--- src/rtl/ws2812_frame_tx.sv ---
// ws2812_frame_tx
//   Serialises one NUM_LEDS x 24-bit GRB frame onto a WS2812 data line, LED 0 first,
//   MSB (G7) first, then holds the line low for the latch period.
//
// Ports
//   clk    system clock
//   rst    asynchronous active-high reset
//   led    frame; LED n at led[n*24+23 : n*24], GRB, G7 at bit n*24+23
//   start  single-cycle transmit request (ignored while busy and on the done cycle)
//   dout   WS2812 serial data (registered)
//   busy   high from the cycle after an accepted start until done
//   done   one-cycle pulse at the end of the latch period
//
// Optional build macro: WS2812_BRIGHTNESS_EN
//   Adds input bright[2:0]; every colour byte is right-shifted by bright when the frame
//   is captured.
module ws2812_frame_tx #(
  parameter int unsigned NUM_LEDS = 64,
  parameter int unsigned T0H      = 40,
  parameter int unsigned T1H      = 80,
  parameter int unsigned TBIT     = 125,
  parameter int unsigned TRST     = 5000
) (
  input  logic                     clk,
  input  logic                     rst,
  input  logic [NUM_LEDS*24-1:0]   led,
`ifdef WS2812_BRIGHTNESS_EN
  input  logic [2:0]               bright,
`endif
  input  logic                     start,
  output logic                     dout,
  output logic                     busy,
  output logic                     done
);

  localparam int unsigned FrameW = NUM_LEDS * 24;
  localparam int unsigned IdxW   = (FrameW > 1) ? $clog2(FrameW) : 1;
  localparam int unsigned CycMax = (TBIT > TRST) ? TBIT : TRST;
  localparam int unsigned CycW   = (CycMax > 1) ? $clog2(CycMax) : 1;

  localparam logic [IdxW-1:0] IdxLast  = IdxW'(FrameW - 1);
  localparam logic [CycW-1:0] TbitLast = CycW'(TBIT - 1);
  localparam logic [CycW-1:0] TrstLast = CycW'(TRST - 1);
  localparam logic [CycW-1:0] T0hC     = CycW'(T0H);
  localparam logic [CycW-1:0] T1hC     = CycW'(T1H);

  typedef enum logic [1:0] {StIdle, StSend, StLatch} state_e;

  state_e              state_q, state_d;
  logic [FrameW-1:0]   frame_q, frame_d;
  logic [IdxW-1:0]     bit_idx_q, bit_idx_d;
  logic [4:0]          sub_q, sub_d;      // bit position within the current LED, 0..23
  logic [CycW-1:0]     cyc_q, cyc_d;
  logic                dout_q, dout_d;
  logic                busy_q, busy_d;
  logic                done_q, done_d;
  logic [FrameW-1:0]   frame_in;

`ifdef WS2812_BRIGHTNESS_EN
  always_comb begin
    frame_in = led;
    for (int i = 0; i < NUM_LEDS * 3; i++) begin
      frame_in[i*8 +: 8] = led[i*8 +: 8] >> bright;
    end
  end
`else
  assign frame_in = led;
`endif

  // The bit on the wire is always frame_q[23]: the current LED's low 24 bits are shifted
  // left per bit, and the whole frame drops by one LED after its 24th bit.
  always_comb begin
    state_d   = state_q;
    frame_d   = frame_q;
    bit_idx_d = bit_idx_q;
    sub_d     = sub_q;
    cyc_d     = cyc_q;
    dout_d    = 1'b0;
    busy_d    = busy_q;
    done_d    = 1'b0;
    unique case (state_q)
      StIdle: begin
        // done_q high means this is the done cycle; a start here is dropped.
        if (start && !done_q) begin
          frame_d   = frame_in;
          bit_idx_d = '0;
          sub_d     = '0;
          cyc_d     = '0;
          busy_d    = 1'b1;
          state_d   = StSend;
        end
      end
      StSend: begin
        dout_d = (cyc_q < (frame_q[23] ? T1hC : T0hC));
        if (cyc_q == TbitLast) begin
          cyc_d = '0;
          if (sub_q == 5'd23) begin
            frame_d = frame_q >> 24;
            sub_d   = '0;
          end else begin
            frame_d[23:0] = {frame_q[22:0], 1'b0};
            sub_d         = sub_q + 5'd1;
          end
          if (bit_idx_q == IdxLast) begin
            bit_idx_d = '0;
            state_d   = StLatch;
          end else begin
            bit_idx_d = bit_idx_q + 1'b1;
          end
        end else begin
          cyc_d = cyc_q + 1'b1;
        end
      end
      StLatch: begin
        if (cyc_q == TrstLast) begin
          cyc_d   = '0;
          busy_d  = 1'b0;
          done_d  = 1'b1;
          state_d = StIdle;
        end else begin
          cyc_d = cyc_q + 1'b1;
        end
      end
      default: state_d = StIdle;
    endcase
  end

  always_ff @(posedge clk or posedge rst) begin
    if (rst) begin
      state_q   <= StIdle;
      frame_q   <= '0;
      bit_idx_q <= '0;
      sub_q     <= '0;
      cyc_q     <= '0;
      dout_q    <= 1'b0;
      busy_q    <= 1'b0;
      done_q    <= 1'b0;
    end else begin
      state_q   <= state_d;
      frame_q   <= frame_d;
      bit_idx_q <= bit_idx_d;
      sub_q     <= sub_d;
      cyc_q     <= cyc_d;
      dout_q    <= dout_d;
      busy_q    <= busy_d;
      done_q    <= done_d;
    end
  end

  assign dout = dout_q;
  assign busy = busy_q;
  assign done = done_q;

endmodule

--- config.mk ---
export PLATFORM = sky130hd
export DESIGN_NAME = ws2812_frame_tx
export DESIGN_NICKNAME = d
export VERILOG_FILES = /design/src/rtl/ws2812_frame_tx.sv
export SDC_FILE = /design/constraint.sdc
export NUM_CORES = 2
export LEC_CHECK = 0
export CORE_AREA = 2 2 594 596
export DETAILED_ROUTE_END_ITERATION = 6
export DIE_AREA = 0 0 596 598
export PLACE_DENSITY_LB_ADDON = 0.15
export REMOVE_ABC_BUFFERS = 1
export SLEW_MARGIN = 20
export SYNTH_ARGS = -nofsm -noshare
export SYNTH_HDL_FRONTEND = slang
export SYNTH_SLANG_ARGS = --single-unit
--- constraint.sdc ---
create_clock -name clk -period 64.5 [get_ports clk]
set_input_delay 9.675 -clock clk [delete_from_list [all_inputs] [get_ports clk]]
set_output_delay 9.675 -clock clk [all_outputs]
set_load 0.02 [all_outputs]
# Word level (Yosys, flattened, before mapping)
# Cells that the tools add are included.
# op_classes
add_sub_neg	3
n_lt_le_gt_ge	1
eq_ne	11
n_mux	29
n_reduce_logical	11
# op_table
cell	count
two-way mux 1536 bit	2
one-hot mux 1536 bit (2 select lines)	1
two-way mux 1512 bit	1
two-way mux 13 bit	3
one-hot mux 13 bit (3 select lines)	1
two-way mux 11 bit	3
two-way mux 24 bit	1
one-hot mux 11 bit (2 select lines)	1
two-way mux 5 bit	3
adder 13 x 1 -> 13 bit, second input constant	1
equality test 13 bit, second input constant	1
equality test 13 x 7 -> 1 bit, second input constant	1
< comparator 13 x 7 -> 1 bit	1
adder 11 x 1 -> 11 bit, second input constant	1
equality test 11 bit, second input constant	1
inequality test 2 bit, second input constant	5
one-hot mux 5 bit (2 select lines)	1
two-way mux 2 bit	4
AND reduction 4 bit	2
two-way mux 7 bit	1
one-hot mux 2 bit (3 select lines)	1
AND reduction 3 bit	2
adder 5 x 1 -> 5 bit, second input constant	1
equality test 5 bit, second input constant	1
10 further kinds	15
# totals
ff_bits	1570
inputBits	1539
out_inout_bits	3
wordCells	64

# Logic depth before layout (Yosys ltp)
# logic_depth
word_depth	4
mapped_depth	11
ltp_nobuf	7

# Worst setup path after synthesis
# Ideal clock, no wire load.
# synth_timing
path_type	input port to flip-flop
startpoint	input start
endpoint	register frame_q[1000]
setup_ns	0.125
t_arrival_ns	11.061
required_ns	64.375
slack_ns	53.314
cell_stages	8
path_buffers	4
cell_sequence	nand2b_1 > a21o_1 > and2b_1 > buf_4 > buf_12 > buf_12 > buf_12 > mux2_4
# synth_via
elab_chain_cells	3
# synth_lines
item	line	rtl
start, declared	30	input logic start,
logical AND 1 bit	84	if (start && !done_q) begin
inequality test 2 bit (no line)	n/a	
AND reduction 4 bit (no line)	n/a	
end signal, assigned	140	frame_q <= frame_d;
end, declared	50	logic [FrameW-1:0] frame_q, frame_d;
# No other way between the ends.
# A chain may end at the register's enable or synchronous reset.

# Worst setup path in the final report
# layout_timing
startpoint	input start
endpoint	register frame_q[962]
# The elaborated chain is that of the path after synthesis.

==> results.md <==
- Setup violators final: 0
- Seq pwr share: 0.326
- Detailed Route WL: 288000 um
- Synth Flop Type: dfrtp_1
- F_max: 64.46 MHz
- Final WS setup: 48.99 ns
- Root Driver: clkbuf_16
- Post-synth EDFFs: 0
- Period minus WS final: 15.51 ns
- Critical path peak fanout: 128
- Crit path DAT: 16.26 ns
- Worst Path Required: 65.25 ns
- Clk pwr share: 0.210
- Port Buffer Count: 1541
- Logic gate share of total power: 0.463
- Pleak: 0.04494 uW
- PD cells: 50.97 nW/um^2
- HP Class: register to register
- Hold Path Sink: frame_q[879]$_DFFE_PP0P_
- Core ar.: 350800 um^2
- Drt wl/cell: 25.02 um
- Max-Cap Viols: 0
- DR vias: 48450
- DP Wirelength: 210800 um
- DP Worst Slack: 47.99 ns
- Die height: 598 um
- Crit path capture type: register
- Post-synth ARST share: 1.000
- Placed cells: 11068
- Num CTS Buffers: 206
- Switch Pwr: 1684 uW
- Status: finished clean
- Worst rel slew slack: 0.2595
- Initial antenna violation count: 313
- Final hold slack: 0.4764 ns
- Clock skew: 0.03582 ns
- First-pass GRT wire length: 406500 um
- Internal power: 3785 uW
- Critical path class: input port to register
- Final Cycle Share: 0.2405
- Share of cells above drive strength 1: 0.4498
- Slew Limit Fails: 0
- CTS H-Tree Depth: 4
- Yosys reg bits: 1570
- Final ANT Viol Nets: 0
- Grt ovf: 0
- Vias in the first global route: 52976
- Worst hold path depth: 1
- Final Util: 0.3059
- Hold Fails Final Rpt: 0
- Initial DRC count: 2310
- TritonCTS clock tree: yes
- Non-Filler Instances: 11512
- IO Pins: 1542
- Clock Pin Slew Worst Setup and Hold Paths: 0.06 ns
- Peak VDD IR: 0.04080 mV
- Sequential fraction of the synthesis area: 0.4790
- DRT Pass-1 Iters: 5
- Measured slew at the worst slew-check pin: 1.111 ns
- YS warnings: 0
- # rows: 218
- Synthesis-to-finish area growth: 30.80%
- CP Launch Type: input port
- Syn Inst Count: 5193
- Post-CTS sizing: 0
- Post-CTS setup buffers: 0
- Reg-to-Reg End: frame_q[768]$_DFFE_PP0P_
- Die width: 596 um
- Layout net count: 8207
- RSZ-0062 raised after global routing: no
- Initial core utilization: 0.2338
- Number of fill cells: 34931
- Vias/cell: 4.209
- Worst-case reg-to-reg path depth: 11
- Sw Ratio: 0.3079
- TNS Setup: 0 ns
- Hold Startpoint: frame_q[879]$_DFFE_PP0P_
- Total track usage: 0.1567
- Full die area: 356400 um^2
- Slack of the worst reg-to-reg path: 56.82 ns
- Critical R2R Launch: state_q[1]$_DFFE_PP0P_
- Sink Count: 1570
- Largest net degree at the start of global routing: 151
- Skew-Pair Late Insertion Delay: 0.88 ns
- Drt drc: 0
- Post-synth cell types: 50
- Mean Syn Cell Area: 15.80 um^2
- CTS Hold Bufs: 0
- Mapped Area: 82030 um^2
- Gpl congestion: 0.8054
- Max clock buf depth: 4
## critical path, stage by stage
cell	delay [ns]
clkdlybuf4s50_1	0.46
nand2b_1	0.13
a21o_1	0.26
and2b_4	0.52
buf_4	0.58
buf_12	0.65
buf_4	0.80
buf_4	0.82
buf_4	0.70
buf_4	0.82
mux2_1	0.40
## area by class of cell
class,count,area [um^2],area share
inverter,14,60.06,0.0005598
multi-input combinational,3252,39230,0.3656
timing repair buffer,1612,16090,0.1499
clock buffer,313,6130,0.05713
clock inverter,55,530.5,0.004945
antenna,76,190.2,0.001773
tap,4620,5781,0.05388
sequential,1570,39290,0.3662
## worst max path at each step
stage               slack (ns)              startpoint  depth (start not counted)                       end
detailed placement       47.99                   start                         11  frame_q[962]$_DFFE_PP0P_
finish                   48.99                   start                         11  frame_q[962]$_DFFE_PP0P_
global placement         48.06                   start                         11  frame_q[816]$_DFFE_PP0P_
CTS                      48.96                   start                         11  frame_q[795]$_DFFE_PP0P_
global route             48.64                   start                         11  frame_q[864]$_DFFE_PP0P_
floorplan               -19.02  state_q[0]$_DFFE_PP0P_                          5  frame_q[505]$_DFFE_PP0P_
## power by group through the flow
stage	registers [uW]	logic (uW)	clock network [uW]
after floorplan	1720	6520	0
after global placement	1800	2520	0
after detailed placement	1800	2560	0
after CTS	1790	2580	1200
after global routing	1850	2720	1240
final	1790	2530	1150
## through the flow
stage          total power, uW  cell area (um^2)
6_report                  5469            107300
3_5_place_dp              4359            100400
4_1_cts                   5568            107100
3_3_place_gp              4319            100400
2_1_floorplan             8235             78540
5_1_grt                   5814            107200
## Yosys cell counts, drive strengths merged (2+ instances only)
library cell	instances	area share
or2	3	0.00023
mux2	2977	0.45
a21o	7	0.00064
nand2	26	0.0012
and2	4	0.00031
and3	4	0.00031
a211oi	2	0.00018
nand3	19	0.0012
a21oi	5	0.00031
a221o	23	0.0028
nor4	2	0.00034
ha	12	0.0018
nand4	5	0.00056
buf	169	0.034
mux2i	25	0.0031
nor4bb	2	0.00024
inv	14	0.00064
nor2	37	0.0017
nor2b	5	0.00038
o31ai	4	0.00037
dfrtp	1570	0.48
a22o	33	0.0035
nand2b	4	0.00031
or4	6	0.00055
o2bb2ai	2	0.00021
o21ai	27	0.0017
clkbuf	188	0.0086
nor3	6	0.00037
## layer usage
metal,vias to the layer above,track usage,routed length [um]
met3,743,0.06536,25580
met4,228,0.03973,7705
met2,1450,0.2705,141200
met5,-,0,1419
met1,24104,0.1775,112100
li1,21925,-,-
## layout by cell type, fill, tap and decap left out, drive strengths merged, types with 2 or more instances in the layout
cell	n
clkbuf	313
clkdlybuf4s50	1541
a221o	23
a21o	7
nand2	26
mux2	2977
nor2b	5
buf	71
a211oi	2
nand4	5
nand2b	4
o21ai	27
mux2i	25
or2	3
nor2	37
o31ai	4
diode	76
a22o	33
nor3	6
a21oi	5
nor4bb	2
ha	12
clkinv	42
nand3	19
dfrtp	1570
nor4	2
or4	6
and2	4
and3	4
o2bb2ai	2
bufinv	5
inv	21
## registers in the layout (all words and copies together) (netlist names)
name and flops:
bit_idx_q 11, busy 1, cyc_q 13, done 1, dout 1, frame_q 1536
state_q 2, sub_q 5
## kinds of logic (layout without fill, tap and decap cells)
family                   count (synthesis)  in the layout  synth area share
other                                    0             76                 0
multiplexers                          3002           3002            0.4575
AO/OA/AOI/OAI                          110            110           0.01045
buffers and inverters                  371           1994           0.04312
adder cells (fa/ha/maj)                 12             12          0.001830
AND/OR/NAND/NOR                        128            128          0.008145
flip-flops                            1570           1570            0.4790
(Power assumes the default switching activity.)
